==> src/rtl/wb_pkg.sv <==
// Shared encodings for the write-back stage: result-source and load-size select fields.
package wb_pkg;

    typedef logic [1:0] src_sel_t;
    typedef logic [1:0] ld_size_t;

    localparam src_sel_t SRC_ALU  = 2'd0;
    localparam src_sel_t SRC_MEM  = 2'd1;
    localparam src_sel_t SRC_LINK = 2'd2;
    localparam src_sel_t SRC_IMM  = 2'd3;

    localparam ld_size_t LD_BYTE = 2'd0;
    localparam ld_size_t LD_HALF = 2'd1;
    localparam ld_size_t LD_WORD = 2'd2;
    localparam ld_size_t LD_RSVD = 2'd3;

endpackage

==> src/rtl/wb_load_align.sv <==
// Little-endian load lane selection with sign/zero extension and misalignment detection.
module wb_load_align
    import wb_pkg::*;
#(
    parameter int DATA_W = 32
) (
    input  logic [DATA_W-1:0] mem_rdata,
    input  logic [1:0]        ld_size,
    input  logic              ld_unsigned,
    input  logic [1:0]        byte_off,
    output logic [DATA_W-1:0] ld_data,
    output logic              misalign
);

    function automatic logic [DATA_W-1:0] ext_byte(input logic [7:0] v, input logic uns);
        logic signed [7:0] sv;
        sv = v;
        return uns ? DATA_W'(v) : DATA_W'(sv);
    endfunction

    function automatic logic [DATA_W-1:0] ext_half(input logic [15:0] v, input logic uns);
        logic signed [15:0] sv;
        sv = v;
        return uns ? DATA_W'(v) : DATA_W'(sv);
    endfunction

    logic [DATA_W-1:0] byte_shift;
    logic [DATA_W-1:0] half_shift;

    // Shifting instead of part-selecting keeps narrow DATA_W builds free of out-of-range lanes.
    assign byte_shift = mem_rdata >> {byte_off, 3'b000};
    assign half_shift = mem_rdata >> {byte_off[1], 4'b0000};

    always_comb begin
        ld_data  = mem_rdata;
        misalign = 1'b0;
        case (ld_size)
            LD_BYTE: ld_data = ext_byte(byte_shift[7:0], ld_unsigned);
            LD_HALF: begin
                ld_data  = ext_half(half_shift[15:0], ld_unsigned);
                misalign = byte_off[0];
            end
            LD_WORD: misalign = |byte_off;
            default: misalign = 1'b1;
        endcase
    end

endmodule

==> src/rtl/wb_stage.sv <==
// MEM/WB pipeline register: result select, load alignment, register-file write control
// and a retired-instruction counter.
module wb_stage
    import wb_pkg::*;
#(
    parameter int DATA_W  = 32,
    parameter int RADDR_W = 5,
    parameter int CNT_W   = 32
) (
    input  logic               clk,
    input  logic               reset,
    input  logic               in_valid,
    input  logic               stall,
    input  logic               flush,
    input  logic [1:0]         src_sel,
    input  logic [DATA_W-1:0]  alu_res,
    input  logic [DATA_W-1:0]  mem_rdata,
    input  logic [DATA_W-1:0]  link_addr,
    input  logic [DATA_W-1:0]  imm_val,
    input  logic [1:0]         ld_size,
    input  logic               ld_unsigned,
    input  logic [1:0]         byte_off,
    input  logic               reg_write,
    input  logic [RADDR_W-1:0] rd_addr,
    output logic               rf_we,
    output logic [RADDR_W-1:0] rf_waddr,
    output logic [DATA_W-1:0]  rf_wdata,
    output logic               out_valid,
    output logic               misalign,
    output logic [CNT_W-1:0]   retire_cnt
);

    logic [DATA_W-1:0]  ld_data;
    logic               lane_misalign;
    logic [DATA_W-1:0]  wdata_nxt;
    logic               misalign_nxt;
    logic               we_nxt;

    logic               vld_p0;
    logic               rf_we_p0;
    logic               misalign_p0;
    logic [RADDR_W-1:0] rf_waddr_p0;
    logic [DATA_W-1:0]  rf_wdata_p0;
    logic [CNT_W-1:0]   retire_cnt_p0;

    wb_load_align #(
        .DATA_W (DATA_W)
    ) u_load_align (
        .mem_rdata   (mem_rdata),
        .ld_size     (ld_size),
        .ld_unsigned (ld_unsigned),
        .byte_off    (byte_off),
        .ld_data     (ld_data),
        .misalign    (lane_misalign)
    );

    always_comb begin
        wdata_nxt = alu_res;
        case (src_sel)
            SRC_ALU:  wdata_nxt = alu_res;
            SRC_MEM:  wdata_nxt = ld_data;
            SRC_LINK: wdata_nxt = link_addr;
            default:  wdata_nxt = imm_val;
        endcase
    end

    assign misalign_nxt = in_valid && (src_sel == SRC_MEM) && lane_misalign;
    assign we_nxt       = in_valid && reg_write && (rd_addr != '0) && !misalign_nxt;

    // Stage boundary: MEM -> WB register
    always_ff @(posedge clk) begin
        if (reset) begin
            vld_p0        <= 1'b0;
            rf_we_p0      <= 1'b0;
            misalign_p0   <= 1'b0;
            rf_waddr_p0   <= '0;
            rf_wdata_p0   <= '0;
            retire_cnt_p0 <= '0;
        end else begin
            if (vld_p0 && !stall && !flush)
                retire_cnt_p0 <= retire_cnt_p0 + CNT_W'(1);
            if (flush) begin
                vld_p0      <= 1'b0;
                rf_we_p0    <= 1'b0;
                misalign_p0 <= 1'b0;
            end else if (!stall) begin
                vld_p0      <= in_valid;
                rf_we_p0    <= we_nxt;
                misalign_p0 <= misalign_nxt;
                rf_waddr_p0 <= rd_addr;
                rf_wdata_p0 <= wdata_nxt;
            end
        end
    end

    assign out_valid  = vld_p0;
    assign rf_we      = rf_we_p0;
    assign misalign   = misalign_p0;
    assign rf_waddr   = rf_waddr_p0;
    assign rf_wdata   = rf_wdata_p0;
    assign retire_cnt = retire_cnt_p0;

endmodule

==> config.mk <==
export PLATFORM = sky130hd
export DESIGN_NAME = wb_stage
export DESIGN_NICKNAME = d
export VERILOG_FILES = /design/src/rtl/wb_pkg.sv /design/src/rtl/wb_load_align.sv /design/src/rtl/wb_stage.sv
export SDC_FILE = /design/constraint.sdc
export NUM_CORES = 1
export LEC_CHECK = 0
export ABC_AREA = 1
export CORE_MARGIN = 10
export CORE_UTILIZATION = 43
export DETAILED_ROUTE_END_ITERATION = 16
export GPL_TIMING_DRIVEN = 0
export PLACE_DENSITY = 0.83
export SKIP_CTS_REPAIR_TIMING = 1
export SKIP_LAST_GASP = 1
export SLEW_MARGIN = 20
export SYNTH_ARGS = -nofsm -noshare
export SYNTH_HDL_FRONTEND = slang
export SYNTH_SLANG_ARGS = --single-unit
==> constraint.sdc <==
create_clock -name clk -period 1.87 [get_ports clk]
set_input_delay 0.4675 -clock clk [delete_from_list [all_inputs] [get_ports clk]]
set_output_delay 0.4675 -clock clk [all_outputs]
set_load 0.01 [all_outputs]
Word level (Yosys, flattened, before mapping)
Cells that the tools add are included.
{"block": "classes", "n_eq_ne": 4, "muxes": 5, "n_reduce_logical": 16, "add_sub_neg": 1, "shifts": 2, "bitwise": 2}
{"cell": "case mux 32 bit (3 select lines)", "n": 1}
{"cell": "two-way mux 32 bit", "n": 2}
{"cell": "case mux 32 bit (2 select lines)", "n": 1}
{"cell": "adder 32 x 1 -> 32 bit (second input constant)", "n": 1}
{"cell": ">> shifter 32 x 5 -> 16 bit", "n": 1}
{"cell": ">> shifter 32 x 5 -> 8 bit", "n": 1}
{"cell": "logical AND 1 bit", "n": 7}
{"cell": "nonzero test 5 bit", "n": 1}
{"cell": "== test 2 x 1 -> 1 bit (second input constant)", "n": 2}
{"cell": "== test 2 bit (second input constant)", "n": 2}
{"cell": "logical NOT 2 bit", "n": 2}
{"cell": "OR reduction 2 bit", "n": 2}
{"cell": "logical NOT 1 bit", "n": 3}
{"cell": "case mux 1 bit (3 select lines)", "n": 1}
{"cell": "NOT 1 bit", "n": 2}
{"cell": "AND reduction 2 bit", "n": 1}
{"block": "word_totals", "word_cells": 36, "register_bits": 72, "output_inout_bits": 72, "input_bits": 146}

Logic depth before layout (Yosys ltp)
{"block": "depth", "word_depth": 5, "depth_mapped": 12}

By module
Synthesis repeated with hierarchy kept, for this count alone.
{"block": "unflattened", "cells_unflattened": 803, "area_unflattened_um2": 4890.9}
{"mod": "wb_stage", "n_inst": 1, "area_per_inst_um2": 4045.1, "seq_area_each_um2": 1441.4, "cells_per_inst": 641}
{"mod": "wb_load_align", "n_inst": 1, "area_per_inst_um2": 845.8, "seq_area_each_um2": 0.0, "cells_per_inst": 162}

Worst setup path after synthesis
OpenSTA, ideal clock, no wires.
{"block": "synth_timing", "path_type": "input-to-reg", "start": "input port stall", "end": "register retire_cnt_p0[16] (netlist: retire_cnt[16])", "path_stages": 12, "arrival_time_ps": 1438, "setup_ps": 113, "setup_slack_ps": 319, "required_ps": 1757, "path_cell_list": "nor2_4 nand2_4 clkinv_2 nand2_2 nor2_4 nand2_2 nor2_4 nand2_2 nor2_2 nand2_1 nand2_1 nor2_1"}
{"block": "synth_via", "elab_chain_len": 3}
{"item": "start, declared", "line": "wb_stage.sv:13", "source": "input logic stall,"}
{"item": "logical NOT 1 bit"}
{"item": "logical AND 1 bit (2 in a row)", "line": "wb_stage.sv:80", "source": "if (vld_p0 && !stall && !flush)"}
{"item": "end signal, assigned", "line": "wb_stage.sv:81", "source": "retire_cnt_p0 <= retire_cnt_p0 + CNT_W'(1);"}
{"item": "end, declared", "line": "wb_stage.sv:44", "source": "logic [CNT_W-1:0] retire_cnt_p0;"}
Every way passes these cells.
A chain may end at the register's enable or synchronous reset.

Worst setup path after layout
{"block": "layout_timing", "start": "register retire_cnt_p0[3] (netlist: retire_cnt[3])", "end": "output port retire_cnt[3]"}
{"item": "end, declared", "line": "wb_stage.sv:30", "source": "output logic [CNT_W-1:0] retire_cnt"}
No word-level cell between the ends.

==> qor.yml <==
grt_pass1_wl_mm: 31.5
multiInputGateArea_mm2: 0.00315
grt_usage_pct: 24.4
cts_root_buf: "clkbuf_16"
avgSynthCellArea_um2: 5.70
critPathLaunchType: "flip-flop"
cts-buffers-inserted: 9
gp_congestion: 0.976
path_clk_slew_ns: 0.06
drt_pre_antenna_iters: 6
fin_util_pct: 71.1
grt_pass1_vias: 6203
clock_sinks: 72
min_period_over_period_pct: 96.6
critical_path_class: "flip-flop to primary output"
drt.antenna.violating_nets: 0
gr-total-overflow: 0
tightest_slew_ns: 0.601
synthCells: 858
path_buf_inv: 1
drc: 0
insertion_delay_ns: 0.33
core_area_mm2: 0.0110
p_clk_share_pct: 41.5
cp_max_fo: 5
p_leak_nw: 3.22
place_hpwl_mm: 17.0
synth_seq_cells: 72
syn_area_mm2: 0.00489
dp_slack_ns: -0.592
cts_tree: "done"
routed_wl_mm: 21.2
antennaDiodeCount: 0
num_vias: 6549
io_buffers: 215
area_growth_pct: 59.5
max_clock_freq_ghz: 0.553
arrival_ns: 1.34
seq_area_mm2: 0.00145
pwr-share-comb_pct: 22.8
final_common_cell: "nand2_1"
holdCritPathClass: "flip-flop to flip-flop"
worst_path_max_delay_cell: "clkdlybuf4s50_1"
viasPerCell: 5.24
die-area_mm2: 0.0160
slowest_delay_ns: 0.60
finClkSkew_ns: 0.0103
clockBufferDepth: 2
internal_power_mw: 3.33
fin_nets: 1251
ir_worst_vdd_uv: 640
drive_above_1_share_pct: 8.39
grt_max_degree: 13
min_period_ns: 1.81
synthDistinctLibCells: 31
setup-violations-final: 0
swShare_pct: 26.2
syn_nets: 1005
cp_cell_sequence: "clkdlybuf4s50_1"
r2r_slack_ns: 0.19
std_cell_rows: 38
final_max_slew_viol_count: 0
drt_iter0_markers: 669
switchingPower_mw: 1.18
hold_viol_final: 0
cap_violations: 0
dieWidth_um: 127
ys_seq_area_share_pct: 29.5
ioPinCount: 218
cp.required_ns: 1.40
cellPowerDensity_mw_per_mm2: 578
status: "finished, final reports clean"
most-common-layout-cells: "nand2_1 (338), clkdlybuf4s50_1 (209), nor2_1 (137), dfxtp_1 (66), a21oi_1 (62)"
setup_tns_ns: 0
end_kind: "primary output"
fin_cells: 1249
htree_levels: 3
fill_cells: 960
relSlewSlack_pct: 60.0
p_seq_share_pct: 35.7
antenna_found_initial: 0
worst_path_dominant_cell_family: "buffers and inverters"
dp.cells: 1213
ys_warn_count: 0
rsz0062_at_grt: "yes"
setup_ws_ns: 0.0630
die_h_um: 127
initial_core_util_pct: 44.6
wl_per_cell_um: 17.0
==> cell usage after synthesis <==
master | number | area (um2)
nand3_4 | 1 | 17.5
dfxtp_1 | 72 | 1440
nor3b_1 | 1 | 7.51
buf_4 | 2 | 15.0
a211oi_1 | 2 | 15.0
o211ai_1 | 1 | 7.51
clkinv_1 | 1 | 3.75
nor2_4 | 6 | 67.6
nor2_2 | 4 | 25.0
nand2_2 | 3 | 18.8
nand3_1 | 49 | 245
nor3_2 | 2 | 20.0
nand3_2 | 2 | 20.0
clkbuf_1 | 22 | 82.6
a21oi_1 | 64 | 320
nand2_4 | 1 | 11.3
nand2_1 | 341 | 1280
ha_1 | 1 | 12.5
buf_6 | 1 | 11.3
a221oi_1 | 20 | 175
nand4_1 | 7 | 43.8
inv_2 | 5 | 18.8
nor2_1 | 139 | 522
xor2_1 | 2 | 17.5
inv_1 | 51 | 191
o21ai_0 | 30 | 150
buf_2 | 10 | 50.1
nor3_1 | 11 | 55.1
o21ai_1 | 1 | 5.00
clkinv_2 | 1 | 5.00
nand3b_1 | 5 | 37.5
==> worst register-to-register path: cells and delay by family (launching register included) <==
family / cells / cell delay, ns
AOI/OAI and AO/OA: 1 / 0.13
adders and majority gates: 1 / 0.33
DFF: 1 / 0.43
and+or+nand+nor: 5 / 0.74
==> cell families (layout without fill, tap and decap cells) <==
group,after synthesis,after routing,synth area share [%]
AOI/OAI and AO/OA,118,118,13.8
xor gates and xnor gates,2,2,0.358
adders and majority gates,1,1,0.256
buffers and inverters,93,344,7.72
DFF,72,72,29.5
and+or+nand+nor,572,572,48.5
==> power groups by stage <==
stage               Sequential (mW)  Clock (mW)  Combinational, mW
floorplan                      1.66           0              0.388
CTS                            1.61        1.87              0.975
finish                         1.61        1.87               1.03
global route                   1.61        1.94               1.11
global placement               1.64           0              0.965
detailed placement             1.64           0              0.971
==> metal layers <==
layer | part of all wire, % | track usage (%) | wire, um
met5 | 0 | 0 | 0
met4 | 3.0 | 8.77 | 632
met3 | 11 | 9.91 | 2430
met2 | 48 | 42.4 | 10300
met1 | 37 | 26.1 | 7870
==> through the flow <==
stage	area, um2	power, mW	hold slack, ns
6_report	7800	4.51	0.463
2_1_floorplan	4890	2.05	0.484
3_3_place_gp	7220	2.61	0.451
3_5_place_dp	7220	2.61	0.456
5_1_grt	7800	4.67	0.479
4_1_cts	7540	4.45	0.464
==> area by class of cell <==
class	count	area share, %
Clock buffer	12	3.16
Tap cell	140	2.24
Timing Repair Buffer	235	29.7
Sequential cell	72	18.6
Buffer	35	2.20
Inverter	58	2.82
Clock inverter	4	0.994
Multi-Input combinational cell	693	40.3
==> worst paths after layout <==
path / endpoint / start / cells after the start
hold reg to reg: rf_wdata[29] / rf_wdata[29] / 2
hold / removal: rf_wdata[29] / rf_wdata[29] / 2
setup reg to reg: retire_cnt[24] / retire_cnt[1] / 7
setup / recovery: retire_cnt[3] / retire_cnt[3] / 1
==> flip-flops by register name, indices dropped and copies added (netlist names) <==
signal      count
misalign        1
out_valid       1
retire_cnt     32
rf_waddr        5
rf_wdata       32
rf_we           1
(Power assumes the default switching activity.)
